**config.mk**
```make
export PLATFORM = sky130hd
export DESIGN_NAME = switch_box_config_loader
export DESIGN_NICKNAME = d
export VERILOG_FILES = /design/src/rtl/switch_box_config_loader_pkg.sv /design/src/rtl/switch_box_config_loader_piso_shift_reg.sv /design/src/rtl/switch_box_config_loader.sv
export SDC_FILE = /design/constraint.sdc
export NUM_CORES = 1
export LEC_CHECK = 0
export BUFFER_PORTS_ARGS = -buffer_cell sky130_fd_sc_hd__buf_4
export CORE_UTILIZATION = 53
export CTS_BUF_LIST = sky130_fd_sc_hd__clkbuf_16
export DETAILED_ROUTE_END_ITERATION = 6
export HOLD_SLACK_MARGIN = 0.06
export PLACE_DENSITY = 0.78
export SLEW_MARGIN = 40
export SYNTH_ARGS = -nofsm -noshare
export SYNTH_HDL_FRONTEND = slang
export SYNTH_SLANG_ARGS = --single-unit
```
**constraint.sdc**
```tcl
create_clock -name clk -period 3.7 [get_ports clk]
set_input_delay 0.37 -clock clk [delete_from_list [all_inputs] [get_ports clk]]
set_output_delay 0.37 -clock clk [all_outputs]
set_load 0.02 [all_outputs]
```
**src/rtl/switch_box_config_loader_pkg.sv**
```systemverilog
// -----------------------------------------------------------------------------
// switch_box_config_loader_pkg
//
// Shared definitions for the switch-box configuration loader and its bench:
//   - FSM state encodings as localparams plus the enum built on top of them.
//   - cnt_width(): width of a counter that must hold values 0..n-1. It never
//     returns 0, so degenerate parameters (W=1 or N_WORDS=1) still give a
//     legal one-bit counter.
// -----------------------------------------------------------------------------
package switch_box_config_loader_pkg;

  // State encodings. Kept as named localparams so the bench and any debug
  // logic can refer to the same values the FSM uses.
  localparam logic [1:0] ST_IDLE_ENC  = 2'd0;
  localparam logic [1:0] ST_LOAD_ENC  = 2'd1;
  localparam logic [1:0] ST_SHIFT_ENC = 2'd2;
  localparam logic [1:0] ST_DONE_ENC  = 2'd3;

  typedef enum logic [1:0] {
    ST_IDLE  = ST_IDLE_ENC,
    ST_LOAD  = ST_LOAD_ENC,
    ST_SHIFT = ST_SHIFT_ENC,
    ST_DONE  = ST_DONE_ENC
  } state_t;

  // Bits needed to count 0..n-1, with a floor of one bit.
  function automatic int cnt_width(input int n);
    if (n > 1) begin
      return $clog2(n);
    end
    return 1;
  endfunction

endpackage

```
**src/rtl/switch_box_config_loader_piso_shift_reg.sv**
```systemverilog
// -----------------------------------------------------------------------------
// piso_shift_reg
//
// Parallel-in / serial-out register feeding the switch-box chain. A load
// captures a whole word; each shift moves it right by one so the next bit
// appears on q_lsb. Load has priority over shift.
//
// Ports:
//   clk    in  clock, rising edge
//   rst    in  asynchronous active-high reset, clears the register
//   load   in  capture d
//   shift  in  shift right by one, zero filled from the top
//   d      in  [W-1:0] parallel word
//   q_lsb  out current serial bit (register bit 0)
// -----------------------------------------------------------------------------
module piso_shift_reg #(
  parameter int W = 8
) (
  input  logic         clk,
  input  logic         rst,
  input  logic         load,
  input  logic         shift,
  input  logic [W-1:0] d,
  output logic         q_lsb
);

  logic [W-1:0] sr_q;
  logic [W-1:0] sr_d;

  always_comb begin
    sr_d = sr_q;
    if (load) begin
      sr_d = d;
    end else if (shift) begin
      // Logical shift keeps this valid for W=1 as well.
      sr_d = sr_q >> 1;
    end
  end

  always_ff @(posedge clk or posedge rst) begin
    if (rst) begin
      sr_q <= '0;
    end else begin
      sr_q <= sr_d;
    end
  end

  assign q_lsb = sr_q[0];

endmodule

```
**src/rtl/switch_box_config_loader.sv**
```systemverilog
// -----------------------------------------------------------------------------
// switch_box_config_loader
//
// Streams N_WORDS configuration words of W bits each into a serial switch-box
// chain, LSB first, word 0 first. Each word is taken with a valid/ready
// handshake in LOAD and then shifted out over exactly W SHIFT cycles. After
// the last bit of the last word, DONE raises a one-cycle done pulse.
//
// Ports:
//   clk         in   clock, all state on rising edge
//   rst         in   asynchronous active-high reset
//   start       in   begin a load; only looked at while idle
//   word_in     in   [W-1:0] parallel configuration word
//   word_valid  in   word_in holds a valid word
//   word_ready  out  loader takes word_in this cycle (LOAD only)
//   cfg_out     out  serial bit to the chain (0 outside SHIFT)
//   cfg_en      out  chain shift enable (SHIFT only)
//   busy        out  load in progress
//   done        out  one-cycle pulse after the last bit
//
// All outputs are decoded from registered state only, so an asserted rst
// drives them to 0 in the same cycle.
// -----------------------------------------------------------------------------
module switch_box_config_loader
  import switch_box_config_loader_pkg::*;
#(
  parameter int W       = 8,
  parameter int N_WORDS = 16
) (
  input  logic         clk,
  input  logic         rst,
  input  logic         start,
  input  logic [W-1:0] word_in,
  input  logic         word_valid,
  output logic         word_ready,
  output logic         cfg_out,
  output logic         cfg_en,
  output logic         busy,
  output logic         done
);

  localparam int BIT_W  = cnt_width(W);
  localparam int WORD_W = cnt_width(N_WORDS);

  localparam logic [BIT_W-1:0]  BIT_LAST  = BIT_W'(W - 1);
  localparam logic [WORD_W-1:0] WORD_LAST = WORD_W'(N_WORDS - 1);

  state_t            state_q;
  state_t            state_d;
  logic [BIT_W-1:0]  bit_cnt_q;
  logic [BIT_W-1:0]  bit_cnt_d;
  logic [WORD_W-1:0] word_cnt_q;
  logic [WORD_W-1:0] word_cnt_d;

  logic sr_load;
  logic sr_shift;
  logic sr_lsb;

  // ---------------------------------------------------------------------------
  // Serializer
  // ---------------------------------------------------------------------------
  piso_shift_reg #(
    .W (W)
  ) u_piso (
    .clk   (clk),
    .rst   (rst),
    .load  (sr_load),
    .shift (sr_shift),
    .d     (word_in),
    .q_lsb (sr_lsb)
  );

  // ---------------------------------------------------------------------------
  // Next-state and output decode
  // ---------------------------------------------------------------------------
  always_comb begin
    state_d    = state_q;
    bit_cnt_d  = bit_cnt_q;
    word_cnt_d = word_cnt_q;
    sr_load    = 1'b0;
    sr_shift   = 1'b0;
    word_ready = 1'b0;
    cfg_out    = 1'b0;
    cfg_en     = 1'b0;
    busy       = 1'b1;
    done       = 1'b0;

    unique case (state_q)
      ST_IDLE: begin
        busy = 1'b0;
        if (start) begin
          state_d    = ST_LOAD;
          word_cnt_d = '0;
          bit_cnt_d  = '0;
        end
      end

      ST_LOAD: begin
        word_ready = 1'b1;
        if (word_valid) begin
          sr_load   = 1'b1;
          bit_cnt_d = '0;
          state_d   = ST_SHIFT;
        end
      end

      ST_SHIFT: begin
        cfg_en   = 1'b1;
        cfg_out  = sr_lsb;
        sr_shift = 1'b1;
        if (bit_cnt_q == BIT_LAST) begin
          bit_cnt_d = '0;
          if (word_cnt_q == WORD_LAST) begin
            state_d = ST_DONE;
          end else begin
            word_cnt_d = word_cnt_q + 1'b1;
            state_d    = ST_LOAD;
          end
        end else begin
          bit_cnt_d = bit_cnt_q + 1'b1;
        end
      end

      ST_DONE: begin
        // start is deliberately not examined here; a request coinciding with
        // done is dropped rather than chaining a second load.
        done    = 1'b1;
        state_d = ST_IDLE;
      end

      default: begin
        state_d = ST_IDLE;
      end
    endcase
  end

  // ---------------------------------------------------------------------------
  // State registers
  // ---------------------------------------------------------------------------
  always_ff @(posedge clk or posedge rst) begin
    if (rst) begin
      state_q    <= ST_IDLE;
      bit_cnt_q  <= '0;
      word_cnt_q <= '0;
    end else begin
      state_q    <= state_d;
      bit_cnt_q  <= bit_cnt_d;
      word_cnt_q <= word_cnt_d;
    end
  end

endmodule
```
# [After elaboration in Yosys (flattened, before gate mapping)]
# Index checks and enable logic that the tools add are counted.
[totals] out_inout_bits=5 elab_cells=44 ff_bits=17 input_bits=12
[classes] reduce_logical=7 muxes=22 n_eq_ne=9 addsub=2
[ops] operator="2-to-1 mux 8 bit" n=2
[ops] operator="2-to-1 mux 4 bit" n=3
[ops] operator="2-to-1 mux 3 bit" n=3
[ops] operator="case mux 3 bit (3 select lines)" n=1
[ops] operator="2-to-1 mux 2 bit" n=4
[ops] operator="!= test 2 bit (second input constant)" n=4
[ops] operator="case mux 2 bit (4 select lines)" n=1
[ops] operator="case mux 4 bit (2 select lines)" n=1
[ops] operator="2-to-1 mux 1 bit" n=7
[ops] operator="AND reduction 3 bit" n=2
[ops] operator="adder 4 x 1 -> 4 bit (second input constant)" n=1
[ops] operator="== test 2 bit (second input constant)" n=2
[ops] operator="== test 4 bit (second input constant)" n=1
[ops] operator="AND reduction 4 bit" n=1
[ops] operator="nonzero test 2 bit" n=2
[ops] operator="adder 3 x 1 -> 3 bit (second input constant)" n=1
[ops] operator="== test 3 bit (second input constant)" n=1
[ops] operator="nonzero test 3 bit" n=1
[ops] operator="== test 2 x 1 -> 1 bit (second input constant)" n=1
[ops] operator="logical NOT 2 bit" n=1

# [Longest topological paths before layout]
[logic_depth] depth_word=4 depth_mapped=5 mapped_depth_nobuf=5

# [Cells and area by module]
# Synthesis repeated with hierarchy kept, for this count alone.
[unflattened] cells_unflattened=86 hier_area_um2=924.6
[modules_own_cells] module="switch_box_config_loader" cells_per_inst=51 area_each_um2=551.8 seq_area_each_um2=225.2 instances=1
[modules_own_cells] module="piso_shift_reg" cells_per_inst=35 area_each_um2=372.9 seq_area_each_um2=200.2 instances=1

# [Worst setup path after synthesis]
# Ideal clock, no wire load.
[synth_path] path_kind="reg-to-reg" from="register bit_cnt_q[0]" to="register word_cnt_q[3]" setup_time_ps=87 synth_period_minus_slack_ps=1427 path_slack_ps=2273 path_buffers=0 path_stages_with_launch=6 required_time_ps=3613 t_arrival_ps=1341 path_cell_list="dfrtp_1 -> ha_1 -> ha_1 -> and4_1 -> and4b_1 -> a211oi_2"
[synth_between] elab_chain_cells=3
[synth_lines] item="start, declared" line="switch_box_config_loader.sv:50" text="logic [BIT_W-1:0] bit_cnt_q;"
[synth_lines] item="start signal, assigned" line="switch_box_config_loader.sv:147" text="bit_cnt_q <= bit_cnt_d;"
[synth_lines] item="== test 3 bit" line="switch_box_config_loader.sv:111" text="if (bit_cnt_q == BIT_LAST) begin"
[synth_lines] item="!= test 2 bit (no source line)"
[synth_lines] item="AND reduction 4 bit (no source line)"
[synth_lines] item="end signal, assigned" line="switch_box_config_loader.sv:148" text="word_cnt_q <= word_cnt_d;"
[synth_lines] item="end, declared" line="switch_box_config_loader.sv:52" text="logic [WORD_W-1:0] word_cnt_q;"
# No other way between the ends.
# A chain may end at the register's enable or synchronous reset.

# [Worst setup path after layout]
[layout_path] from="register state_q[1]" to="output port cfg_out"
[layout_between] elab_chain_cells=2
[layout_lines] item="start, declared" line="switch_box_config_loader.sv:48" text="state_t state_q;"
[layout_lines] item="start signal, assigned" line="switch_box_config_loader.sv:146" text="state_q <= state_d;"
[layout_lines] item="== test 2 bit" line="switch_box_config_loader.sv:88" text="unique case (state_q)"
[layout_lines] item="2-to-1 mux 1 bit" line="switch_box_config_loader.sv:88"
[layout_lines] item="end, declared" line="switch_box_config_loader.sv:36" text="output logic cfg_out,"
# No other way between the ends.

==> run_results.csv <==
group,metric,value,unit
global_routing,gr-usage-all-layers,0.200,
setup_path,ff2ff_path_depth,3,
timing,fin_ws,1400,ps
power,p_sw,0.337,mW
die,dieHeight,44.7,um
synth,synth_compound_area_frac,0.198,
finish,fillCellCount,129,
timing,timing.hold.ws,217,ps
place,dpl_cell_area,0.00108,mm^2
synth,ys_ff_latch,17,
timing,fmax,0.435,GHz
clocking,cts_tree,"yes",
synth,synth_xor_area_frac,0,
place,dp.final_hpwl,1180,um
power,power_density,779,mW/mm^2
synth,synthCells,94,
die,start_util,0.566,
clocking,numCtsBuffers,3,
setup_path,max_stage_delay,760,ps
finish,register_area,425,um^2
global_routing,grt_pass1_vias,633,
finish,diodes,0,
global_routing,antenna_found_initial,0,
synth,synth.top_cell.area_share,0.440,
power,peakVddDrop,0.371,mV
setup_path,r2r-end,"word_cnt_q[3]",
setup_path,path_cells,"nor2b_1 -> and2_1 -> buf_4",
timing,setup_tns,0,ps
place,gp_congestion,0.766,
clocking,ctsResizeCount,0,
routing,totalWireLength,1760,um
synth,syn-mean-instance-area,10.3,um^2
synth,dominantRegCellSynth,"dfrtp_1",
synth,synth_top_family_by_area,"compound AO/OA/AOI/OAI gates",
clocking,htreeDepth,1,
routing,antenna_left,0,
clocking,clk_latency,240,ps
die,core.rowCount,15,
setup_path,critPathCaptureType,"primary output",
power,power.leakage,0.540,nW
synth,syn-cell-area,966,um^2
timing,fin_crit,2300,ps
flow_run,drv_cap,0,
finish,layout.cells.non_filler,133,
clocking,root_buffer,"clkbuf_16",
finish,post-route-util,0.677,
clocking,postCtsHoldBufs,0,
setup_path,critPathLaunchType,"register",
clocking,post_cts_buffers,0,
finish,final_nets,124,
finish,drive_gt1_frac,0.213,
synth,yosys_warnings,0,
global_routing,grt_pass1_wl,2880,um
setup_path,regToRegStartpoint,"state_q[1]",
finish,final_cell_area,0.00116,mm^2
timing,hold_violations,0,
finish,multiInputGateArea,478,um^2
power,pwr-share-seq,0.395,
global_routing,grt_max_degree,25,
clocking,path_clk_slew,50,ps
clocking,clock-sinks,17,
power,p_int,0.563,mW
place,post-place-ws,1690,ps
timing,slew_headroom,0.548,
power,pwr-share-clk,0.234,
setup_path,arrival,1930,ps
synth,synth_largest_area_cell,"dfrtp_1",
setup_path,worst_ep_required_time,3330,ps
synth,ys_types,27,
synth,synth_mux_area_frac,0.0933,
routing,drt-initial-drc-count,17,
die,dieArea,0.00200,mm^2
synth,synth_nets,109,
place,placed_cells,129,
routing,drt_first_pass_iters,4,
synth,synth_edf_count,0,
finish,syn2layout_area_growth,19.7,%
routing,vias,746,
power,total_power,0.900,mW
synth,yosysSeqAreaShare,0.440,
routing,wl_per_cell,13.2,um
timing,finalSetupViolations,0,
clocking,cts_buffer_depth,2,
setup_path,critPathKind,"register to primary output",
die,die_w,44.7,um
synth,netlist_top_cells_area,"dfrtp_1 44%, mux2i_1 9.3%, nor2b_1 5.8%, a211oi_1 5.4%, a21oi_1 4.7%",
setup_path,cp_slowest_cell,"dfrtp_1",
synth,synth_adder_area_share,0.0389,
global_routing,grt.overflow.total,0,
min_path,min_path_type,"input port to async pin",
synth,ys_async_sr_fraction,1.00,
timing,worstMarginPinSlew,677,ps
timing,fin_crit_sh,0.621,
place,port_buffers,16,
timing,drv_slew,0,
power,power_frac_comb,0.371,
power,switching_share,0.375,
setup_path,reg2reg_slack,1890,ps
timing,rsz0062_at_grt,"false",
routing,drc,0,
timing,clock_skew,2.13,ps
die,ios,17,
run_status,status,"complete, no violations",
setup_path,worst-path-max-fanout,23,
die,core,0.00171,mm^2
routing,vias_per_cell,5.61,
synth,synthSimpleGateAreaFrac,0.162,
flip-flops by register name, indices dropped and copies added, names as in the netlist:
name,cells
word_cnt_q,4
u_piso.sr_q,8
state_q,2
bit_cnt_q,3
metal layers:
metal,track usage,vias up,share of wire
li1,-,370,-
met1,0.268,353,0.47
met2,0.318,19,0.48
met3,0.0360,4,0.034
met4,0.0909,0,0.018
met5,0,-,0
placed cells by master (no fill, tap or decap), drive strengths merged, types with 4 or more instances in the layout:
cell    instances
dfrtp          17
buf            16
mux2i           9
a21oi           9
nor2b           9
a211oi          8
inv             7
nor2            4
a22o            4
power groups by stage:
stage	sequential (mW)	combinational, mW	clock [mW]
3_5_place_dp	0.355	0.334	0
6_report	0.356	0.334	0.210
4_1_cts	0.354	0.338	0.214
2_1_floorplan	0.294	0.321	0
5_1_grt	0.369	0.374	0.224
3_3_place_gp	0.351	0.321	0
synthesized netlist by cell type, types with 3 or more instances:
library cell  instances
a21oi_1               9
mux2i_1               9
nor2b_1               9
dfrtp_1              17
nor2_1                4
a211oi_1              7
nand2_1               3
a22o_1                4
inv_1                 6
ha_1                  3
buf_4                 3
worst max-delay path, delay by kind of cell, from the launching register on:
kind,cells,cell delay (ps)
flops,1,760
buf+inv,1,130
simple gates,2,790
layout make-up:
class	instances	share of cell area
clock buffer	3	0.0649
clock inverter	1	0.00325
inverter	6	0.0195
multi-input combinational	65	0.413
sequential	17	0.368
tap	25	0.0271
timing repair buffer	16	0.104
worst max-delay path by stage:
stage,startpoint,endpoint,depth (start not counted)
after floorplan,bit_cnt_q[0],word_cnt_q[3],5
after global placement,state_q[1],bit_cnt_q[0],3
after detailed placement,state_q[1],cfg_out,3
after CTS,state_q[1],cfg_out,3
after global routing,state_q[1],cfg_out,3
final,state_q[1],cfg_out,3
cell families after synthesis:
logic type | count (synthesis)
AOI/OAI and AO/OA | 27
adders and majority gates | 3
buffers and inverters | 12
DFF | 17
muxes | 9
and+or+nand+nor | 26
No activity file was read; power rests on OpenSTA's default activity.
